--- src/rtl/inst_fetch_buffer_pkg.sv ---
// Shared CPU defines for the instruction fetch buffer: word width, reset vector,
// fetch-control state encoding and the buffered entry layout.
package inst_fetch_buffer_pkg;

  localparam int XLEN = 32;

  typedef logic [XLEN-1:0] word_t;

  localparam word_t RESET_PC_DEFAULT = 32'hBFC0_0000;

  typedef enum logic [1:0] {
    ST_IDLE    = 2'd0,
    ST_WAIT    = 2'd1,
    ST_DISCARD = 2'd2
  } fetch_state_e;

  typedef struct packed {
    word_t pc;
    word_t inst;
  } fetch_entry_t;

  function automatic word_t next_pc(input word_t pc);
    return pc + 32'd4;
  endfunction

endpackage

--- src/rtl/inst_fetch_buffer_if.sv ---
// Fetch buffer bus bundle: pipeline redirect, icache request/response and decode handshake.
// master = fetch buffer side, slave = icache/pipeline/decode side.
interface inst_fetch_buffer_if;
  import inst_fetch_buffer_pkg::*;

  logic  flush;
  word_t flush_pc;
  word_t s_araddr;
  logic  s_arvalid;
  word_t s_rdata;
  logic  s_rvalid;
  logic  id_valid;
  logic  id_ready;
  word_t id_pc;
  word_t id_inst;

  modport master (
    input  flush, flush_pc, s_rdata, s_rvalid, id_ready,
    output s_araddr, s_arvalid, id_valid, id_pc, id_inst
  );

  modport slave (
    output flush, flush_pc, s_rdata, s_rvalid, id_ready,
    input  s_araddr, s_arvalid, id_valid, id_pc, id_inst
  );

endinterface

--- src/rtl/inst_fetch_buffer_fetch_fifo.sv ---
// fetch_fifo: circular buffer of {pc, inst} entries with push/pop/clear.
// Pointers wrap modulo DEPTH; count carries one extra bit to tell full from empty.
module fetch_fifo
  import inst_fetch_buffer_pkg::*;
#(
  parameter int DEPTH = 4
) (
  input  logic                     clk,
  input  logic                     rst_n,
  input  logic                     push,
  input  logic                     pop,
  input  logic                     clear,
  input  fetch_entry_t             wdata,
  output fetch_entry_t             head,
  output logic [$clog2(DEPTH):0]   count,
  output logic                     empty
);

  localparam int PW = $clog2(DEPTH);
  localparam logic [PW:0] DEPTH_C = (PW+1)'(DEPTH);

  fetch_entry_t    mem_q [DEPTH];
  fetch_entry_t    mem_d [DEPTH];
  logic [PW-1:0]   wr_ptr_q, wr_ptr_d;
  logic [PW-1:0]   rd_ptr_q, rd_ptr_d;
  logic [PW:0]     count_q, count_d;
  logic            full;

  // Next-state for storage, pointers and occupancy; clear wins over push/pop.
  always_comb begin
    wr_ptr_d = wr_ptr_q;
    rd_ptr_d = rd_ptr_q;
    count_d  = count_q;
    for (int i = 0; i < DEPTH; i++) begin
      mem_d[i] = (push && !clear && (wr_ptr_q == PW'(i))) ? wdata : mem_q[i];
    end
    if (clear) begin
      wr_ptr_d = '0;
      rd_ptr_d = '0;
      count_d  = '0;
    end else begin
      wr_ptr_d = push ? wr_ptr_q + PW'(1'b1) : wr_ptr_q;
      rd_ptr_d = pop  ? rd_ptr_q + PW'(1'b1) : rd_ptr_q;
      case ({push, pop})
        2'b10:   count_d = count_q + (PW+1)'(1'b1);
        2'b01:   count_d = count_q - (PW+1)'(1'b1);
        default: count_d = count_q;
      endcase
    end
  end

  // FIFO state registers.
  always_ff @(posedge clk or negedge rst_n) begin
    if (!rst_n) begin
      wr_ptr_q <= '0;
      rd_ptr_q <= '0;
      count_q  <= '0;
      for (int i = 0; i < DEPTH; i++) begin
        mem_q[i] <= '0;
      end
    end else begin
      wr_ptr_q <= wr_ptr_d;
      rd_ptr_q <= rd_ptr_d;
      count_q  <= count_d;
      for (int i = 0; i < DEPTH; i++) begin
        mem_q[i] <= mem_d[i];
      end
    end
  end

  assign head  = mem_q[rd_ptr_q];
  assign count = count_q;
  assign empty = (count_q == '0);
  assign full  = (count_q == DEPTH_C);

  fetch_fifo_chk u_chk (
    .clk   (clk),
    .rst_n (rst_n),
    .push  (push),
    .pop   (pop),
    .clear (clear),
    .full  (full),
    .empty (empty)
  );

endmodule

--- src/rtl/inst_fetch_buffer_fifo_chk.sv ---
// Protocol checker for fetch_fifo: the issue rule must never let a push land in a
// full FIFO, and pops are only legal while entries exist.
module fetch_fifo_chk (
  input logic clk,
  input logic rst_n,
  input logic push,
  input logic pop,
  input logic clear,
  input logic full,
  input logic empty
);

  a_no_push_full: assert property (@(posedge clk) disable iff (!rst_n) !(push && !clear && full))
    else $error("fetch_fifo: push into full FIFO");

  a_no_pop_empty: assert property (@(posedge clk) disable iff (!rst_n) !(pop && !clear && empty))
    else $error("fetch_fifo: pop from empty FIFO");

endmodule

--- src/rtl/inst_fetch_buffer.sv ---
// Instruction fetch buffer: single-outstanding icache fetch control, redirect handling
// and a decode-side FIFO. Optional macro FETCH_BUF_BYPASS_EN forwards a response
// straight to decode when the FIFO is empty.
module inst_fetch_buffer
  import inst_fetch_buffer_pkg::*;
#(
  parameter int    FIFO_DEPTH = 4,
  parameter word_t RESET_PC   = RESET_PC_DEFAULT
) (
  input logic                 clk,
  input logic                 rst,
  inst_fetch_buffer_if.master bus
);

  localparam int PW = $clog2(FIFO_DEPTH);
  localparam logic [PW:0] DEPTH_C = (PW+1)'(FIFO_DEPTH);

  if (FIFO_DEPTH < 2 || (FIFO_DEPTH & (FIFO_DEPTH - 1)) != 0) begin : g_bad_depth
    $error("inst_fetch_buffer: FIFO_DEPTH must be a power of two, at least 2");
  end

  fetch_state_e  state_q, state_d;
  word_t         pc_q, pc_d;
  word_t         araddr_q, araddr_d;
  logic          issue;
  logic          rsp_accept;
  logic          push;
  logic          pop;
  logic          fifo_empty;
  logic [PW:0]   fifo_count;
  fetch_entry_t  head;
  fetch_entry_t  rsp_entry;

  // Fetch FSM: issue decision, response acceptance/drop and PC redirect.
  always_comb begin
    state_d    = state_q;
    pc_d       = pc_q;
    araddr_d   = araddr_q;
    issue      = 1'b0;
    rsp_accept = 1'b0;
    case (state_q)
      ST_IDLE: begin
        if (bus.flush) begin
          pc_d = bus.flush_pc;
        end else if (rst && !bus.s_rvalid && (fifo_count < DEPTH_C)) begin
          issue    = 1'b1;
          araddr_d = pc_q;
          state_d  = ST_WAIT;
        end else begin
          state_d = ST_IDLE;
        end
      end
      ST_WAIT: begin
        if (bus.s_rvalid) begin
          state_d = ST_IDLE;
          if (bus.flush) begin
            pc_d = bus.flush_pc;
          end else begin
            rsp_accept = 1'b1;
            pc_d       = next_pc(pc_q);
          end
        end else if (bus.flush) begin
          state_d = ST_DISCARD;
          pc_d    = bus.flush_pc;
        end else begin
          state_d = ST_WAIT;
        end
      end
      ST_DISCARD: begin
        pc_d    = bus.flush ? bus.flush_pc : pc_q;
        state_d = bus.s_rvalid ? ST_IDLE : ST_DISCARD;
      end
      default: begin
        state_d = ST_IDLE;
      end
    endcase
  end

  // Control registers; reset abandons any outstanding request.
  always_ff @(posedge clk or negedge rst) begin
    if (!rst) begin
      state_q  <= ST_IDLE;
      pc_q     <= RESET_PC;
      araddr_q <= RESET_PC;
    end else begin
      state_q  <= state_d;
      pc_q     <= pc_d;
      araddr_q <= araddr_d;
    end
  end

  // Address is the live PC while idle, then held until the response returns.
  assign bus.s_araddr  = (state_q == ST_IDLE) ? pc_q : araddr_q;
  assign bus.s_arvalid = issue;
  assign rsp_entry     = '{pc: araddr_q, inst: bus.s_rdata};
  assign pop           = !fifo_empty && bus.id_ready && !bus.flush;

`ifdef FETCH_BUF_BYPASS_EN
  logic bypass;
  assign bypass       = fifo_empty && rsp_accept;
  assign push         = rsp_accept && !(bypass && bus.id_ready);
  assign bus.id_valid = !fifo_empty || bypass;
  assign bus.id_pc    = bypass ? rsp_entry.pc   : head.pc;
  assign bus.id_inst  = bypass ? rsp_entry.inst : head.inst;
`else
  assign push         = rsp_accept;
  assign bus.id_valid = !fifo_empty;
  assign bus.id_pc    = head.pc;
  assign bus.id_inst  = head.inst;
`endif

  fetch_fifo #(.DEPTH(FIFO_DEPTH)) u_fifo (
    .clk   (clk),
    .rst_n (rst),
    .push  (push),
    .pop   (pop),
    .clear (bus.flush),
    .wdata (rsp_entry),
    .head  (head),
    .count (fifo_count),
    .empty (fifo_empty)
  );

endmodule

--- src/flat_wrapper.sv ---
// flat-port wrapper written by rule: the top's interface ports become plain ports
module inst_fetch_buffer_flat import inst_fetch_buffer_pkg::*;
#(
  parameter int    FIFO_DEPTH = 4,
  parameter word_t RESET_PC   = RESET_PC_DEFAULT
)
  (clk, rst, bus_flush, bus_flush_pc, bus_s_rdata, bus_s_rvalid, bus_id_ready, bus_s_araddr, bus_s_arvalid, bus_id_valid, bus_id_pc, bus_id_inst);
  inst_fetch_buffer_if bus_i ();
  input logic clk;
  input logic rst;
  input wire logic [$bits(bus_i.flush)-1:0] bus_flush;
  input wire logic [$bits(bus_i.flush_pc)-1:0] bus_flush_pc;
  input wire logic [$bits(bus_i.s_rdata)-1:0] bus_s_rdata;
  input wire logic [$bits(bus_i.s_rvalid)-1:0] bus_s_rvalid;
  input wire logic [$bits(bus_i.id_ready)-1:0] bus_id_ready;
  output wire logic [$bits(bus_i.s_araddr)-1:0] bus_s_araddr;
  output wire logic [$bits(bus_i.s_arvalid)-1:0] bus_s_arvalid;
  output wire logic [$bits(bus_i.id_valid)-1:0] bus_id_valid;
  output wire logic [$bits(bus_i.id_pc)-1:0] bus_id_pc;
  output wire logic [$bits(bus_i.id_inst)-1:0] bus_id_inst;
  assign bus_i.flush = bus_flush;
  assign bus_i.flush_pc = bus_flush_pc;
  assign bus_i.s_rdata = bus_s_rdata;
  assign bus_i.s_rvalid = bus_s_rvalid;
  assign bus_i.id_ready = bus_id_ready;
  assign bus_s_araddr = bus_i.s_araddr;
  assign bus_s_arvalid = bus_i.s_arvalid;
  assign bus_id_valid = bus_i.id_valid;
  assign bus_id_pc = bus_i.id_pc;
  assign bus_id_inst = bus_i.id_inst;
  inst_fetch_buffer #(.FIFO_DEPTH(FIFO_DEPTH), .RESET_PC(RESET_PC)) u_core (.clk(clk), .rst(rst), .bus(bus_i));
endmodule
--- config.mk ---
export PLATFORM = sky130hd
export DESIGN_NAME = inst_fetch_buffer_flat
export DESIGN_NICKNAME = d
export VERILOG_FILES = /design/src/rtl/inst_fetch_buffer_pkg.sv /design/src/rtl/inst_fetch_buffer_if.sv /design/src/rtl/inst_fetch_buffer_fetch_fifo.sv /design/src/rtl/inst_fetch_buffer_fifo_chk.sv /design/src/rtl/inst_fetch_buffer.sv /design/src/flat_wrapper.sv
export SDC_FILE = /design/constraint.sdc
export NUM_CORES = 1
export LEC_CHECK = 0
export CORE_ASPECT_RATIO = 0.6
export CORE_UTILIZATION = 58
export CTS_BUF_LIST = sky130_fd_sc_hd__clkbuf_4 sky130_fd_sc_hd__clkbuf_8
export DETAILED_ROUTE_END_ITERATION = 8
export GPL_TIMING_DRIVEN = 0
export PLACE_DENSITY = 0.82
export SLEW_MARGIN = 20
export SYNTH_ARGS = -nofsm -noshare
export SYNTH_HDL_FRONTEND = slang
export SYNTH_SLANG_ARGS = --single-unit
--- constraint.sdc ---
create_clock -name clk -period 2.6 [get_ports clk]
set_input_delay 0.65 -clock clk [delete_from_list [all_inputs] [get_ports clk]]
set_output_delay 0.65 -clock clk [all_outputs]
set_load 0.01 [all_outputs]
# --- Yosys cells after proc, flatten, opt, wreduce, memory -nomap -nowiden ---
# Cells that the tools add are included.
totals:
  regBits: 329
  input_bits: 69
  out_inout_bits: 98
  word_cells: 78
op_classes:
  addsub: 5
  n_lt_le_gt_ge: 2
  eq_ne: 8
  mux: 26
  n_bitwise: 2
  n_reduce_logical: 21
op_table:
  columns: ["cell", "n"]
  rows:
  - ["$bmux 64 s2", 1]
  - ["$mux 32", 4]
  - ["$mux 64", 2]
  - ["$pmux 32 s2", 1]
  - ["$add 32x3->32 const B", 1]
  - ["$mux 2", 8]
  - ["$logic_and 1x1->1", 9]
  - ["$eq 2x2->1 const B", 4]
  - ["$mux 1", 7]
  - ["$eq 2x1->1 const B", 3]
  - ["$pmux 2 s3", 1]
  - ["$pmux 3 s2", 1]
  - ["$reduce_bool 2->1", 3]
  - ["$add 2x1->2 const B", 2]
  - ["$logic_not 2->1", 2]
  - ["$add 3x1->3 const B", 1]
  - ["$ge 3x3->1 const B", 1]
  - ["$logic_not 1->1", 3]
  - ["$logic_not 3->1", 1]
  - ["$lt 3x3->1 const B", 1]
  - ["$mux 3", 1]
  - ["$not 2->3", 1]
  - ["$reduce_and 3->1", 1]
  - ["$reduce_bool 3->1", 1]
  - ["4 further kinds", 4]

# --- Longest topological paths before layout ---
logic_depth:
  ltp_word: 7
  ltp_mapped: 9
  mapped_depth_nobuf: 8

# --- By module ---
# From an unflattened synthesis, not the netlist that was laid out.
unflattened:
  hier_cells: 1101
  area_unflattened_um2: 16594.7
by_module_without_submodules:
  columns: ["mod", "instances", "cells_each", "area_per_inst_um2", "seq_area_each_um2"]
  rows:
  - ["fetch_fifo", 1, 657, 12712.2, 6581.3]
  - ["inst_fetch_buffer", 1, 444, 3882.5, 1674.1]

# --- Least setup slack after synthesis ---
# OpenSTA, ideal clock, no wires.
synth_timing:
  path_type: "input to register"
  from: "in bus_flush"
  to: "reg u_core.u_fifo.count_q[2] (netlist: u_core.u_fifo.count[2])"
  setup_time_ps: 132
  arrival_ps: 2281
  required_ps: 2468
  setup_slack_ps: 187
  stages: 8
  n_path_buf: 3
  cell_sequence: "clkbuf_1 > clkbuf_1 > clkbuf_1 > nor2_1 > fa_1 > o21ai_0 > xnor2_1 > nor2_1"
synth_via:
  elab_chain_len: 6
  elab_cells_between_ends: 10
  cone_classes: "eq/ne (2); mux (5); reduce/logical (3)"
synth_rtl:
  columns: ["item", "line", "source"]
  rows:
  - ["start: declaration", "flat_wrapper.sv:11", "input wire logic [$bits(bus_i.flush)-1:0] bus_flush;"]
  - ["$mux 1", "inst_fetch_buffer.sv:56", "if (bus.flush) begin"]
  - ["$mux 1", "inst_fetch_buffer.sv:54", "if (bus.s_rvalid) begin"]
  - ["$mux 1", "inst_fetch_buffer.sv:41", "case (state_q)"]
  - ["$eq 2x1->1 or $eq 2x2->1 (tied branches)", "inst_fetch_buffer_fetch_fifo.sv:44", "case ({push, pop})"]
  - ["$pmux 3 s2", "inst_fetch_buffer_fetch_fifo.sv:44", null]
  - ["$mux 3", "inst_fetch_buffer_fetch_fifo.sv:37", "if (clear) begin"]
  - ["end signal: assignment", "inst_fetch_buffer_fetch_fifo.sv:64", "count_q <= count_d;"]
  - ["end: declaration", "inst_fetch_buffer_fetch_fifo.sv:26", "logic [PW:0] count_q, count_d;"]
# Several ways; a longest one is shown, not always the timed one.
# A chain may end at the register's enable or synchronous reset.

# --- Worst setup path after layout ---
layout_timing:
  from: "reg u_core.u_fifo.rd_ptr_q[0]"
  to: "out bus_id_pc[8]"
layout_via:
  elab_chain_len: 4
layout_rtl:
  columns: ["item", "line", "source"]
  rows:
  - ["start: declaration", "inst_fetch_buffer_fetch_fifo.sv:25", "logic [PW-1:0] rd_ptr_q, rd_ptr_d;"]
  - ["start signal: assignment", "inst_fetch_buffer_fetch_fifo.sv:63", "rd_ptr_q <= rd_ptr_d;"]
  - ["$not 2->3 (not written as such)", "inst_fetch_buffer_fetch_fifo.sv:71", "assign head = mem_q[rd_ptr_q];"]
  - ["$bmux 64 s2", "inst_fetch_buffer_fetch_fifo.sv:71", null]
  - ["$mux 64 (not written as such) (2 in series)", "inst_fetch_buffer_fetch_fifo.sv:71", null]
  - ["end: declaration", "flat_wrapper.sv:19", "output wire logic [$bits(bus_i.id_pc)-1:0] bus_id_pc;"]
# Every way passes these cells. The select of a mux whose other input is x is not followed.

==> impl_metrics.ini <==
[clock_tree]
cts_sinks = 329
cts_buffers = 46
cts_tree = built
insertion_delay_ns = 0.59
clk_path_buf_depth = 3
h-tree-depth = 2
clk_pin_slew_ns = 0.07
cts-root-buf = clkbuf_8

[place]
dp.cells = 1646
place_congestion = 0.947
dp.final_hpwl_um = 27200
io_buffers = 166

[synth]
synth_compound_area_share_pct = 4.55
synth_area_per_cell_um2 = 13.6
synth_top_family_by_area = multiplexers
seq_area_frac_synth_pct = 53.8
synth_fa_ha_area_share_pct = 0.539
synth_edf_count = 0
syn_nets = 1200
yosysTopAreaCell = dfrtp_1
yosysWarnings = 0
syn_area_um2 = 15300
yosysUniqueCellTypes = 65
synth_flop_cell = dfrtp_1
syn-instance-count = 1125
synthSimpleGateAreaFrac_pct = 7.35
synth.top_cells.by_area = dfrtp_1 51%, mux2_2 21%, mux4_2 9.4%, dfstp_2 3.1%, nand2_1 3.0%
synthMuxAreaShare_pct = 30.8
synth-xor-area-share_pct = 0.343
async_flop_share_pct = 100
synth_seq_cells = 329
yosysTopAreaCellShare_pct = 50.8

[run_status]
failed_checks = negative setup slack
status = finished with violations

[detailed_routing]
avgRoutedWirePerCell_um = 23.7
wl_um = 42000
drc = 0
ant_nets = 0
firstDrtPassIters = 6
via_per_inst = 6.20
vias = 11000
drtIter0Drc = 1115

[setup_path]
critPathLaunch = u_core.u_fifo.rd_ptr_q[0]$_DFFE_PN0P_
reg2reg_slack_ns = 0.23
reg2reg_from = u_core.pc_q[3]$_DFFE_PN0P_
ff2ff_path_depth = 6
arrival_ns = 2.09
endpoint_kind = output port
crit-reg2reg-capture = u_core.pc_q[14]$_DFFE_PN0P_
path_max_fanout = 5
start_kind = register
required_ns = 1.95
path_class = register to output port
worstSetupEndpoint = bus_id_pc[8]

[grt]
grt_pass1_wl_um = 65200
grt_max_degree = 105
grt_usage_pct = 32.0
grt_overflow_total = 0
antenna_found_initial = 1
grt_pass1_vias = 11200

[finish]
drive_gt1_share_pct = 47.4
layout.nets = 1458
final_cells = 1769
final_cell_mix = 308 x dfrtp_1, 259 x mux2_2, 122 x nand2_1, 86 x buf_6, 65 x clkdlybuf4s50_1
fill_cells = 1565
num_antenna_cells = 0
syn2layout_area_growth_pct = 27.2
mostFrequentLayoutCell = dfrtp_1

[power]
leakagePower_nw = 9.29
ir_drop_v = 0.000541
power.total_w = 0.0174
cellPowerDensity_nw_per_um2 = 892

[floorplanning]
start_util_pct = 59.8
die_area_um2 = 27100
die_w_um = 212
core_um2 = 25600
row_count = 45
die_h_um = 128
io_pins = 167

[sta]
setup_viol = 74
hold_viol_final = 0
rsz0062_at_grt = true
skew_ns = 0.0261
max_freq_ghz = 0.365
finalCriticalPeriod_ns = 2.74
period_share_pct = 105
worstMarginPinSlew_ns = 0.726
final_max_slew_viol_count = 0
slew_headroom_pct = 51.6
setup_ws_ns = -0.137

[flow_run]
drv_cap = 0

[worst_hold_path]
hold_path_class = primary input to async pin
## sequential cells by signal (all words and copies together), names as in the netlist
register                flops
u_core.u_fifo.count         3
u_core.state_q              2
u_core.araddr_q            32
u_core.u_fifo.rd_ptr_q      2
u_core.pc_q                32
u_core.u_fifo.wr_ptr_q      2
u_core.u_fifo.mem_q       256
## per-layer routing
metal	global-route usage, %	share of wire, %	up-vias	wire [um]
met4	9.97	2.4	0	1020
li1	-	-	4670	-
met2	45.0	43	549	18200
met5	0	0	-	0
met1	48.3	45	5660	18800
met3	8.82	9.4	85	3940
## cells by family after synthesis
kind of cell | count (synthesis)
xor gates and xnor gates | 6
AOI/OAI and AO/OA | 106
muxes | 356
adders and majority gates | 6
buffers and inverters | 88
and+or+nand+nor | 234
DFF | 329
## cell type report
type,count,area (um^2),share of cell area (%)
well taps,352,440,2.26
flip-flops and latches,329,8260,42.4
clock buffers,75,951,4.88
repair buffers,214,2450,12.6
plain buffers,69,478,2.45
clock inverters,7,37.5,0.192
inverters,15,61.3,0.314
multi-input cells,708,6820,35.0
## critical path, cell delays in order (launching register included)
cell     delay [ns]
dfrtp_2        0.40
buf_8          0.15
buf_12         0.12
buf_12         0.12
mux4_2         0.57
buf_6          0.15
## report_power, final
group | switching, W | internal (W) | leakage (nW)
Sequential | 0.000973 | 0.00606 | 4.35
Clock | 0.00199 | 0.00231 | 0.529
Combinational | 0.00248 | 0.00359 | 4.41
## cell usage after synthesis (all sizes together) (3+ instances only)
cell,n
a221oi,3
nor4,5
nor2,26
nand4,18
buf,44
ha,5
or3,4
o211ai,3
a311o,3
clkbuf,29
xor2,3
nand2,126
dfrtp,311
nand3,20
nor3,9
mux4,64
inv,14
o32ai,3
dfstp,18
a311oi,4
and3,9
xnor2,3
and2,7
o21ai,24
o2bb2ai,3
mux2,291
o22ai,9
o311ai,4
a21boi,3
a21oi,32
## how the worst min path moves through the flow
stage	startpoint	depth (start not counted)	endpoint
final	rst	1	u_core.pc_q[26]$_DFFE_PN1P_
after global routing	rst	2	u_core.u_fifo.mem_q[164]$_DFFE_PN0P_
after CTS	rst	1	u_core.pc_q[26]$_DFFE_PN1P_
after detailed placement	u_core.pc_q[0]$_DFFE_PN0P_	2	u_core.araddr_q[0]$_DFFE_PN0P_
after global placement	u_core.pc_q[0]$_DFFE_PN0P_	2	u_core.araddr_q[0]$_DFFE_PN0P_
after floorplan	rst	0	u_core.araddr_q[0]$_DFFE_PN0P_
## per-stage QoR
step / cell area, um^2 / utilization (%) / hold WS (ns) / setup TNS (ns) / setup slack (ns)
after floorplan: 15300 / - / 0.354 / 0 / 0.187
after global placement: 17400 / 68.1 / 0.468 / -4754.96 / -13.20
after detailed placement: 17500 / 68.4 / 0.473 / -140.84 / -1.30
after CTS: 19300 / 75.4 / 0.0116 / -8.90 / -0.223
after global routing: 19500 / 76.1 / 0.0255 / -10.56 / -0.210
final: 19500 / 76.1 / 0.0457 / -4.52 / -0.137
## repair_timing
action                     in CTS  in global routing
setup endpoints to repair     100                 96
pin swaps                       2                  1
cloned                         10                  4
hold endpoints to repair       33                  0
gates resized for setup       560                 49
hold buffers                    2                  0
buffers inserted               23                  8
No activity file was read; power rests on OpenSTA's default activity.
